### config.mk
export PLATFORM = sky130hd
export DESIGN_NAME = shift_operand_ctrl
export DESIGN_NICKNAME = d
export VERILOG_FILES = /design/src/rtl/shift_operand_ctrl.sv
export SDC_FILE = /design/constraint.sdc
export NUM_CORES = 1
export LEC_CHECK = 0
export ABC_AREA = 1
export CORE_ASPECT_RATIO = 1.75
export CORE_MARGIN = 5
export CORE_UTILIZATION = 40
export CTS_CLUSTER_DIAMETER = 30
export CTS_CLUSTER_SIZE = 40
export DETAILED_ROUTE_END_ITERATION = 8
export GPL_ROUTABILITY_DRIVEN = 1
export GPL_TIMING_DRIVEN = 0
export PLACE_DENSITY = 0.81
export SLEW_MARGIN = 20
export SYNTH_ARGS = -nofsm -noshare
export SYNTH_HDL_FRONTEND = slang
export SYNTH_SLANG_ARGS = --single-unit
### constraint.sdc
create_clock -name clk -period 1.8 [get_ports clk]
set_clock_uncertainty 0.15 [all_clocks]
set_input_delay 0.54 -clock clk [delete_from_list [all_inputs] [get_ports clk]]
set_output_delay 0.54 -clock clk [all_outputs]
set_load 0.02 [all_outputs]
### src/rtl/shift_operand_ctrl.sv
`default_nettype none
// ============================================================================
// shift_operand_ctrl: decodes operand2 and sequences the barrel shifter.
// Revision 1.0
// ============================================================================
module shift_operand_ctrl #(
    parameter int RS_LAT = 1
) (
    input  logic        clk,
    input  logic        rst_n,
    input  logic        flush,
    input  logic        req_valid,
    output logic        req_ready,
    input  logic        req_imm,
    input  logic [11:0] req_operand,
    input  logic [31:0] req_rm_data,
    input  logic        req_carry_in,
    output logic        rs_rd_en,
    output logic [3:0]  rs_addr,
    input  logic [31:0] rs_rd_data,
    output logic [31:0] sh_data,
    output logic [7:0]  sh_num,
    output logic [2:0]  sh_op,
    output logic        sh_carry,
    input  logic [31:0] sh_out,
    input  logic        sh_carry_out,
    output logic        rsp_valid,
    input  logic        rsp_ready,
    output logic [31:0] rsp_data,
    output logic        rsp_carry
);

    typedef enum logic [2:0] {
        IDLE   = 3'd0,
        RSRD   = 3'd1,
        RSWAIT = 3'd2,
        SHIFT  = 3'd3,
        RESP   = 3'd4
    } state_t;

    localparam logic [1:0] c_CNT_INIT = 2'(RS_LAT - 1);

    state_t      state_q, state_d;
    logic [31:0] sh_data_q, sh_data_d;
    logic [7:0]  sh_num_q, sh_num_d;
    logic [2:0]  sh_op_q, sh_op_d;
    logic        sh_carry_q, sh_carry_d;
    logic [3:0]  rs_addr_q, rs_addr_d;
    logic [1:0]  cnt_q, cnt_d;
    logic        zero_q, zero_d;
    logic        regform_q, regform_d;
    logic [31:0] rsp_data_q, rsp_data_d;
    logic        rsp_carry_q, rsp_carry_d;

    logic [7:0]  w_amt;
    logic        w_ror_wrap;
    logic        w_accept;
    logic        w_unused;

    assign w_amt      = rs_rd_data[7:0];
    // Non-zero rotate by a multiple of 32 must still reach the shifter as 32.
    assign w_ror_wrap = (sh_op_q[2:1] == 2'b11) && (w_amt != 8'd0) && (w_amt[4:0] == 5'd0);
    assign w_unused   = ^{req_operand[3:0], rs_rd_data[31:8]};

    assign req_ready = rst_n && !flush && (state_q == IDLE);
    assign w_accept  = req_valid && req_ready;
    assign rs_rd_en  = (state_q == RSRD);
    assign rsp_valid = (state_q == RESP);
    assign rs_addr   = rs_addr_q;
    assign sh_data   = sh_data_q;
    assign sh_num    = sh_num_q;
    assign sh_op     = sh_op_q;
    assign sh_carry  = sh_carry_q;
    assign rsp_data  = rsp_data_q;
    assign rsp_carry = rsp_carry_q;

    always_comb begin
        state_d     = state_q;
        sh_data_d   = sh_data_q;
        sh_num_d    = sh_num_q;
        sh_op_d     = sh_op_q;
        sh_carry_d  = sh_carry_q;
        rs_addr_d   = rs_addr_q;
        cnt_d       = cnt_q;
        zero_d      = zero_q;
        regform_d   = regform_q;
        rsp_data_d  = rsp_data_q;
        rsp_carry_d = rsp_carry_q;

        case (state_q)
            IDLE: begin
                if (w_accept) begin
                    sh_carry_d = req_carry_in;
                    regform_d  = 1'b0;
                    state_d    = SHIFT;
                    if (req_imm) begin
                        sh_data_d = {24'b0, req_operand[7:0]};
                        sh_op_d   = 3'b111;
                        sh_num_d  = {3'b0, req_operand[11:8], 1'b0};
                        zero_d    = (req_operand[11:8] == 4'd0);
                    end else begin
                        sh_data_d = req_rm_data;
                        sh_op_d   = {req_operand[6:5], req_operand[4]};
                        if (!req_operand[4]) begin
                            sh_num_d = {3'b0, req_operand[11:7]};
                            // Only LSL #0 is a true zero shift; other #0 codes are LSR/ASR #32 and RRX.
                            zero_d   = (req_operand[6:5] == 2'b00) && (req_operand[11:7] == 5'd0);
                        end else begin
                            rs_addr_d = req_operand[11:8];
                            regform_d = 1'b1;
                            state_d   = RSRD;
                        end
                    end
                end
            end
            RSRD: begin
                cnt_d   = c_CNT_INIT;
                state_d = RSWAIT;
            end
            RSWAIT: begin
                if (cnt_q == 2'd0) begin
                    sh_num_d = w_ror_wrap ? 8'd32 : w_amt;
                    zero_d   = (w_amt == 8'd0);
                    state_d  = SHIFT;
                end else begin
                    cnt_d = cnt_q - 2'd1;
                end
            end
            SHIFT: begin
                rsp_data_d  = (regform_q && zero_q) ? sh_data_q : sh_out;
                rsp_carry_d = zero_q ? sh_carry_q : sh_carry_out;
                state_d     = RESP;
            end
            RESP: begin
                if (rsp_ready) begin
                    state_d = IDLE;
                end
            end
            default: state_d = IDLE;
        endcase

        if (flush) begin
            state_d = IDLE;
        end
    end

    always_ff @(posedge clk) begin
        if (!rst_n) begin
            state_q     <= IDLE;
            sh_data_q   <= 32'd0;
            sh_num_q    <= 8'd0;
            sh_op_q     <= 3'd0;
            sh_carry_q  <= 1'b0;
            rs_addr_q   <= 4'd0;
            cnt_q       <= 2'd0;
            zero_q      <= 1'b0;
            regform_q   <= 1'b0;
            rsp_data_q  <= 32'd0;
            rsp_carry_q <= 1'b0;
        end else begin
            state_q     <= state_d;
            sh_data_q   <= sh_data_d;
            sh_num_q    <= sh_num_d;
            sh_op_q     <= sh_op_d;
            sh_carry_q  <= sh_carry_d;
            rs_addr_q   <= rs_addr_d;
            cnt_q       <= cnt_d;
            zero_q      <= zero_d;
            regform_q   <= regform_d;
            rsp_data_q  <= rsp_data_d;
            rsp_carry_q <= rsp_carry_d;
        end
    end

endmodule
`default_nettype wire

==> metrics.txt <==
flop-to-flop setup slack=approximately 0.090 ns; final WL=approximately 15,000 um; Nets=852; Worst-Skew Late Latency=between 0.3 and 0.4 ns; Die W=about 84 um; relative slew slack=about two thirds; clock group share of total power=41.4%; Final period util=104%; first-pass GRT wire length=between 20,000 and 25,000 um; sw frac=24.8%; Unique masters post-synth=25; failing checks=setup timing; initial DRC count=approximately 350; final hold vios=0; die area=approximately 12,000 um2; Layout area overhead=61.0%; WL per Instance=around 17 um; Max Fanout on Critical Path=4; Port Buffers=roughly 180; Comb pwr share=14.8%; power density cells=759 nW/um2; Initial Util=between 40% and 50%; commonest non-fill, non-tap cell in the layout=nand2_1; maximum clock path buffer count=2; initial antenna violation count=0; # IOs=200; max-cap viol count=0; crit path kind=reg -> out; RSZ-0062 raised after global routing=yes; total CTS buffers=9; P_leak=2.74 nW; Tot GR Track Use=24.5%; ANT cells=0; pin count of the biggest net entering global routing=14; M1 GR Usage=between 20% and 30%; post-synthesis sequential area ratio=a little under half; Fillers=831; minimum clock period=between 1.5 and 2 ns; Final GP Congestion=~0.89; Fin Hold WS=0.317 ns; DRT antenna net count=0; H-tree depth=3; share of post-route cells with drive strength above 1=under 10%; Residual DRC=0; met3 track demand over resource=between 5 and 6%; Arrival @ worst endpoint=about 1.2 ns; Detail Placement HPWL=11,000 um; crit start category=flip-flop; average cell area after synthesis=a little over 7 um2; Synth Instances=approximately 530; most frequent cells in the layout=143 x nand2_1, 107 x a21oi_1, 87 x clkdlybuf4s50_1, 85 x dfxtp_1, 77 x dlygate4sd2_1; DR vias=4,541; DR vias/cell=about 5.3; post-synthesis net count=around 650; cts hold-fix bufs=0; Least-Margin Pin Slew=about 0.52 ns; CP Capture Type=output port; internal power=between 3 and 4 mW; TritonCTS clock tree=done; Fmax=approximately 530 MHz; CTS Sinks=88; Slew Limit Fails=0; min-delay worst type=reg -> reg; VDD IR max=between 0.0006 and 0.0007 V; grt total ovfl=0; yosys warns=0; net load switching power=roughly 1.1 mW; PnR worst setup slack=-0.0710 ns; worst slack, placed=-0.897 ns; Sequential Power Share=a little over two fifths; Netlist Area Pre-Place=roughly 3800 um2; FF+latch count, synth=88; root buffer cell=clkbuf_16; row count=47; Clock transition at path regs=approximately 0.06 ns; Core Area=~9400 um2; chip height=139 um; DRT Pass-1 Iters=5; vias in the first global route=~4,500; Final Setup Violations=3; status=finished with violations; met2 Usage GRT=about 45%; required time worst endpoint=approximately 1.1 ns; busiest metal layer after global routing=met2
worst paths after layout:
kind                    from        end  depth (start not counted)
hold / removal     regform_q  regform_q                          2
setup / recovery  state_q[1]  req_ready                          4
hold reg to reg    regform_q  regform_q                          2
setup reg to reg  state_q[1]   sh_op[1]                          8
Yosys cell counts:
library cell  count  area, um2
nor2_1           32        120
buf_4             2       15.0
nand3_2           1       10.0
nor3_2            2       20.0
and2_0            1       6.26
inv_1            22       82.6
a21oi_4           1       16.3
dfxtp_1          88       1760
nor2_2            3       18.8
a21oi_1         108        541
clkinv_1          1       3.75
nand3_1          36        180
nor3_1            3       15.0
buf_2             3       15.0
ha_1              1       12.5
a31oi_1           1       6.26
buf_6             3       33.8
clkbuf_1         24       90.1
o21ai_0          47        235
nand4_1           1       6.26
nor3_4            1       16.3
nand2_2           4       25.0
nor2_4            1       11.3
inv_2             3       11.3
nand2_1         145        544
power by group through the flow:
stage	sequential [mW]	clock, mW	combinational, mW
3_3_place_gp	2.07	0	0.647
6_report	2.03	1.92	0.687
3_5_place_dp	2.08	0	0.657
5_1_grt	2.04	2.01	0.738
2_1_floorplan	2.12	0	0.231
4_1_cts	2.03	1.93	0.655
worst max-delay path: stages, from the launching register on:
cell and delay (ns):
dfxtp_4 0.37, nor2_4 0.12, nand2_2 0.11, nor2_4 0.11, buf_6 0.12
state kept, by name, summed over array words and instances, names as in the netlist, 2 cells and up:
register	flops
sh_num	8
rs_addr	4
sh_op	3
cnt_q	2
sh_data	32
state_q	3
rsp_data	32
what timing repair did:
item	4_1_cts	5_1_grt
pin swaps	4	4
setup buffers	8	6
resized for setup	122	22
cloned	0	1
setup endpoints to repair	147	75
stage by stage:
| stage | instance area, um2 | cells | power, mW | TNS [ns] | utilization (%) |
|---|---|---|---|---|---|
| finish | 6110 | 862 | 4.64 | -0.117 | 65.4 |
| floorplan | 3800 | 534 | 2.35 | 0 | - |
| detailed placement | 5700 | 831 | 2.73 | -41.19 | 61.0 |
| global placement | 5700 | 831 | 2.72 | -38.26 | 61.0 |
| CTS | 6020 | 855 | 4.62 | -0.135 | 64.4 |
| global route | 6110 | 862 | 4.79 | -0.280 | 65.4 |
per-layer routing:
metal	vias to the layer above	part of all wire [%]	routed length, um
met5	-	0	0
met3	50	6.1	904
met2	215	54	8000
met4	0	4.4	646
met1	2102	36	5280
li1	2174	-	-
layout make-up:
type	count	area, um2	area share [%]
Multi-Input combinational cell	389	1840	30.1
Sequential cell	88	1770	29.0
Timing Repair Buffer	189	1770	28.9
Clock buffer	14	264	4.32
Buffer	32	175	2.86
Tap cell	122	153	2.50
Inverter	26	104	1.70
Clock inverter	2	37.5	0.614
kinds of logic after synthesis:
| kind of cell | synth area share, % |
|---|---|
| adder cells (fa/ha/maj) | 0.329 |
| AND/OR/NAND/NOR | 25.6 |
| AO/OA/AOI/OAI | 21.0 |
| buffers and inverters | 6.62 |
| flip-flops | 46.4 |
No activity file was read; power rests on OpenSTA's default activity.
